### config.mk
export PLATFORM = sky130hd
export DESIGN_NAME = ser_to_par_flat
export DESIGN_NICKNAME = d
export VERILOG_FILES = /design/src/rtl/ser_to_par_if.sv /design/src/rtl/ser_to_par.sv /design/src/flat_wrapper.sv
export SDC_FILE = /design/constraint.sdc
export NUM_CORES = 1
export LEC_CHECK = 0
export CORE_ASPECT_RATIO = 0.7
export CORE_MARGIN = 2
export CORE_UTILIZATION = 64
export DETAILED_ROUTE_END_ITERATION = 7
export GPL_TIMING_DRIVEN = 0
export PLACE_DENSITY_LB_ADDON = 0.2
export SLEW_MARGIN = 20
export SYNTH_ARGS = -nofsm -noshare
export SYNTH_HDL_FRONTEND = slang
export SYNTH_SLANG_ARGS = --single-unit
export TNS_END_PERCENT = 5
### constraint.sdc
create_clock -name clk_5x -period 6.2 [get_ports clk_5x]
set_input_delay 1.24 -clock clk_5x [delete_from_list [all_inputs] [get_ports clk_5x]]
set_output_delay 1.24 -clock clk_5x [all_outputs]
set_load 0.005 [all_outputs]
### src/rtl/ser_to_par_if.sv
// Lane-side signal bundle of the TMDS 1:10 deserializer: DDR bit pair in,
// aligned character, pixel-rate strobe and alignment status out.
interface ser_to_par_if;
    logic       data_rise;
    logic       data_fall;
    logic [9:0] data_out;
    logic       data_valid;
    logic       locked;
    logic [3:0] bit_offset;

    // master: the DDR input register / consumer side; slave: the deserializer.
    modport master (
        output data_rise, data_fall,
        input  data_out, data_valid, locked, bit_offset
    );
    modport slave (
        input  data_rise, data_fall,
        output data_out, data_valid, locked, bit_offset
    );
endinterface

### src/rtl/ser_to_par.sv
// TMDS lane 1:10 deserializer with control-token word alignment by bit-slip.
// Optional `TMDS_PN_SWAP_EN inverts both DDR samples to undo a board P/N swap.
module ser_to_par #(
    parameter int TOKEN_CNT    = 8,
    parameter int SLIP_WAIT    = 16,
    parameter int LOCK_TIMEOUT = 4096
) (
    input  logic        clk_5x,
    input  logic        sys_rst_n,
    ser_to_par_if.slave lane
);
    localparam int MATCH_W = $clog2(TOKEN_CNT + 1);
    localparam int MISS_W  = $clog2(SLIP_WAIT + 1);
    localparam int TOUT_W  = $clog2(LOCK_TIMEOUT + 1);

    typedef enum logic {
        SEARCH = 1'b0,
        LOCKED = 1'b1
    } state_t;

    state_t              state;
    logic [2:0]          cnt;
    logic [19:0]         win;
    logic [9:0]          data_q;
    logic                data_valid_q;
    logic                is_token;
    logic [3:0]          offset_q;
    logic [MATCH_W-1:0]  match_cnt;
    logic [MISS_W-1:0]   miss_cnt;
    logic [TOUT_W-1:0]   timeout_cnt;

    logic                bit_rise;
    logic                bit_fall;
    logic [9:0]          slice;

`ifdef TMDS_PN_SWAP_EN
    assign bit_rise = ~lane.data_rise;
    assign bit_fall = ~lane.data_fall;
`else
    assign bit_rise = lane.data_rise;
    assign bit_fall = lane.data_fall;
`endif

    // Oldest bit sits at win[0], so shifting right by the offset selects the word start.
    assign slice = 10'(win >> offset_q);

    function automatic logic token_match(input logic [9:0] w);
        return (w == 10'h354) || (w == 10'h0AB) || (w == 10'h154) || (w == 10'h2AB);
    endfunction

    // NOTE: every register here, the shift window included, is cleared by reset so
    // the first words after release are deterministic; all updates are non-blocking
    // because each one must see the values from before this edge.
    always_ff @(posedge clk_5x or negedge sys_rst_n) begin
        if (!sys_rst_n) begin
            state        <= SEARCH;
            cnt          <= '0;
            win          <= '0;
            data_q       <= '0;
            data_valid_q <= 1'b0;
            is_token     <= 1'b0;
            offset_q     <= '0;
            match_cnt    <= '0;
            miss_cnt     <= '0;
            timeout_cnt  <= '0;
        end else begin
            cnt          <= (cnt == 3'd4) ? 3'd0 : cnt + 3'd1;
            win          <= {bit_fall, bit_rise, win[19:2]};
            data_valid_q <= (cnt == 3'd4);

            if (cnt == 3'd4) begin
                data_q   <= slice;
                is_token <= token_match(slice);
            end

            // Alignment decisions are made once per word, while the strobe is high.
            if (data_valid_q) begin
                unique case (state)
                    SEARCH: begin
                        if (is_token) begin
                            miss_cnt <= '0;
                            if (match_cnt == MATCH_W'(TOKEN_CNT - 1)) begin
                                state     <= LOCKED;
                                match_cnt <= '0;
                            end else begin
                                match_cnt <= match_cnt + MATCH_W'(1);
                            end
                        end else begin
                            match_cnt <= '0;
                            if (miss_cnt == MISS_W'(SLIP_WAIT - 1)) begin
                                offset_q <= (offset_q == 4'd9) ? 4'd0 : offset_q + 4'd1;
                                miss_cnt <= '0;
                            end else begin
                                miss_cnt <= miss_cnt + MISS_W'(1);
                            end
                        end
                    end
                    LOCKED: begin
                        if (is_token) begin
                            timeout_cnt <= '0;
                        end else if (timeout_cnt == TOUT_W'(LOCK_TIMEOUT - 1)) begin
                            state       <= SEARCH;
                            timeout_cnt <= '0;
                            match_cnt   <= '0;
                            miss_cnt    <= '0;
                        end else begin
                            timeout_cnt <= timeout_cnt + TOUT_W'(1);
                        end
                    end
                    default: state <= SEARCH;
                endcase
            end
        end
    end

    assign lane.data_out   = data_q;
    assign lane.data_valid = data_valid_q;
    assign lane.locked     = (state == LOCKED);
    assign lane.bit_offset = offset_q;
endmodule

### src/flat_wrapper.sv
// flat-port wrapper written by rule: the top's interface ports become plain ports
module ser_to_par_flat 
#(
    parameter int TOKEN_CNT    = 8,
    parameter int SLIP_WAIT    = 16,
    parameter int LOCK_TIMEOUT = 4096
)
  (clk_5x, sys_rst_n, lane_data_rise, lane_data_fall, lane_data_out, lane_data_valid, lane_locked, lane_bit_offset);
  ser_to_par_if lane_i ();
  input  logic clk_5x;
  input  logic sys_rst_n;
  input wire logic [$bits(lane_i.data_rise)-1:0] lane_data_rise;
  input wire logic [$bits(lane_i.data_fall)-1:0] lane_data_fall;
  output wire logic [$bits(lane_i.data_out)-1:0] lane_data_out;
  output wire logic [$bits(lane_i.data_valid)-1:0] lane_data_valid;
  output wire logic [$bits(lane_i.locked)-1:0] lane_locked;
  output wire logic [$bits(lane_i.bit_offset)-1:0] lane_bit_offset;
  assign lane_i.data_rise = lane_data_rise;
  assign lane_i.data_fall = lane_data_fall;
  assign lane_data_out = lane_i.data_out;
  assign lane_data_valid = lane_i.data_valid;
  assign lane_locked = lane_i.locked;
  assign lane_bit_offset = lane_i.bit_offset;
  ser_to_par #(.TOKEN_CNT(TOKEN_CNT), .SLIP_WAIT(SLIP_WAIT), .LOCK_TIMEOUT(LOCK_TIMEOUT)) u_core (.clk_5x(clk_5x), .sys_rst_n(sys_rst_n), .lane(lane_i));
endmodule
==> run metrics <==
Num CTS Buffers=9; most frequent cell after synthesis=dfrtp_1; overall power=1.02 mW; cts repair resizes=0; Post-synth ARST share=1.00; Die Ht=between 60 and 70 um; met1 usage=0.457; synthesized area per cell=11.2 um2; clk sinks=62; routed len/inst=18.0 um; setup bufs post-CTS=0; via count=approximately 2,500; met3 Use GR=0.120; post-synthesis mux area share=0.195; Ports=20; Worst Path Arrival=1.41 ns; clk_lat worst skew=0.35 ns; CP peak stage delay=0.56 ns; TritonCTS clock tree=built; slowest stage cell on the critical path=clkdlybuf4s50_1; Pleak=around 1.6 nW; Top FF cell, synth=dfrtp_1; Clock transition at path regs=0.07 ns; post-synthesis simple-gate area fraction=0.150; Req. time, crit path=4.96 ns; Post-synth EDFFs=0; Post-Synth Adder-Cell Area=0.0191; Setup violations, final=0; flops & latches, synth=62; pre-CTS setup slack=roughly 3.7 ns; htree depth=3; Final Util=0.780; first-pass GRT wire length=12,000 um; Fmax=between 0.3 and 0.4 GHz; relative slew slack=0.670; Worst Path Buf+Inv=1; final hold violations=0; iteration-0 DRC count of the detailed router=275; Synth top area share=0.475; Post-Synthesis Cells=292; layout cells sized above 1=0.165; die area=roughly 5700 um2; Port Buffer Count=19; setup tns final=0 ns; Final HPWL DP=5090 um; RSZ-0062 raised after global routing=false; final worst path period need=2.65 ns; # diodes=0; CP top delay family=buffers and inverters; met2 usage=0.356; routed vias/inst=6.39; Netlist cell types=50; Seq/Total Area, Yosys=0.475; Power Density=about 270 nW/um2; Post-CTS Hold Buffers=0; crit path kind=register to output pin; Final GP Congestion=0.922; most frequent cells after synthesis=dfrtp_1, nand2_1, nor2_1; vias in the first global route=between 2,000 and 2,500; Worst Tran Pin Value=0.495 ns; Detailed Routing Iterations Pass 1=5; Die W=89.4 um; Max Root-Sink Buffers=2; # rows=21; leading post-synthesis cells by cell area=dfrtp_1, mux4_2, nand2_1; setup slack after layout=3.55 ns; Worst setup SP type=register; hold crit path type=register to register; NumNets Final=332; most used routing layer=met1; final routed DRC violation total=0; core area=4830 um2; area delta synth->final=15.4%; largest net degree at the start of global routing=41; initial antenna violation count=0; total congestion overflow=0; Synth Area in XOR/XNOR=0.0161; Max FO, Critical Path=8; Final ANT Viol Nets=0; root buf cell=clkbuf_8; Routed WL=7140 um; Post-Syn Nets=301; dominant cell type by area after synthesis=dfrtp_1; fin crit share=0.428; status=complete, no violations; Max VDD drop=0.000181 V; Max Cap Viol=0; CP Capture Type=output pin; Cell Area, Synth=between 3000 and 4000 um2; CP Cell Sequence=clkdlybuf4s50_1; Min Hold Slack=about 0.41 ns; Initial Util=0.676; complex-gate fraction of the synthesized area=0.114; Setup Skew=0.00609 ns; Yosys warnings=0; pins over their slew limit=0; GRT Total Usage=0.286; largest family of logic cells by synthesized area=multiplexers
[power by group]
group          leakage, nW  total [mW]  switching (mW)  internal (mW)
registers            0.781       0.448          0.0200          0.428
logic                0.689       0.198          0.0867          0.112
clock network       0.0976       0.369           0.163          0.206
total                 1.57        1.02           0.269          0.746
[area by class of cell]
cell class / count / area [um2]
tap: 69 / 86.3
fill: 330 / 1060
sequential: 62 / 1550
multi-input combinational: 209 / 1610
buffer: 14 / 76.3
timing repair buffer: 20 / 208
inverter: 7 / 26.3
clock buffer: 11 / 151
clock inverter: 5 / 57.6
[worst paths after layout]
kind | start | end | slack, ns | depth (start not counted)
max reg2reg | u_core.lane.bit_offset[3] | u_core.is_token | 3.65 | 8
max in group asynchronous | sys_rst_n | u_core.timeout_cnt[4] | 4.92 | 2
min in group asynchronous | sys_rst_n | u_core.win[10] | 0.78 | 1
min reg2reg | u_core.win[7] | u_core.win[5] | 0.41 | 0
min | u_core.win[7] | u_core.win[5] | 0.41 | 0
max | u_core.lane.data_valid | lane_data_valid | 3.55 | 1
[cells in the final DEF (no fill, tap or decap), types with 3 or more instances in the layout]
cell and n:
nor3_1 4, nor2b_1 9, nand2b_1 5, nor2_1 21, nor4_1 3, buf_4 3, o31ai_1 4, nand2_1 34
mux2_2 9, clkbuf_1 9, mux4_2 16, o21ai_0 18, a21o_1 3, xor2_1 3, dfrtp_1 62, clkinvlp_4 3
inv_1 3, a21oi_1 7, o21ai_1 7, clkbuf_8 11, xnor2_1 3, clkinv_1 3, clkdlybuf4s50_1 18, ha_1 5
mux2i_1 11, or4_1 3, nand3_1 13
[stage by stage]
step / instance area [um2] / std cells
2_1_floorplan: 3270 / 292
3_3_place_gp: 3540 / 380
3_5_place_dp: 3560 / 381
4_1_cts: 3770 / 397
5_1_grt: 3770 / 397
6_report: 3770 / 397
[layer usage]
metal  wire length, um  vias to the layer above  part of all wire
li1                  -                     1131                 -
met1              3350                     1248              0.47
met2              2970                      140              0.42
met3               712                       17              0.10
met4               112                        0             0.016
met5                 0                        -                 0
[logic make-up after synthesis]
family	after synthesis
buffers and inverters	21
AND/OR/NAND/NOR	102
multiplexers	39
flip-flops	62
AO/OA/AOI/OAI	57
adder cells (fa/ha/maj)	5
XOR/XNOR	6
[sequential cells by signal (all words and copies together), names as in the netlist]
name	count
u_core.lane.bit_offset	4
u_core.match_cnt	4
u_core.lane.data_out	10
u_core.win	20
u_core.timeout_cnt	13
u_core.lane.data_valid	1
u_core.lane.locked	1
u_core.miss_cnt	5
u_core.is_token	1
u_core.cnt	3
Power figures use the tool's default switching activity.
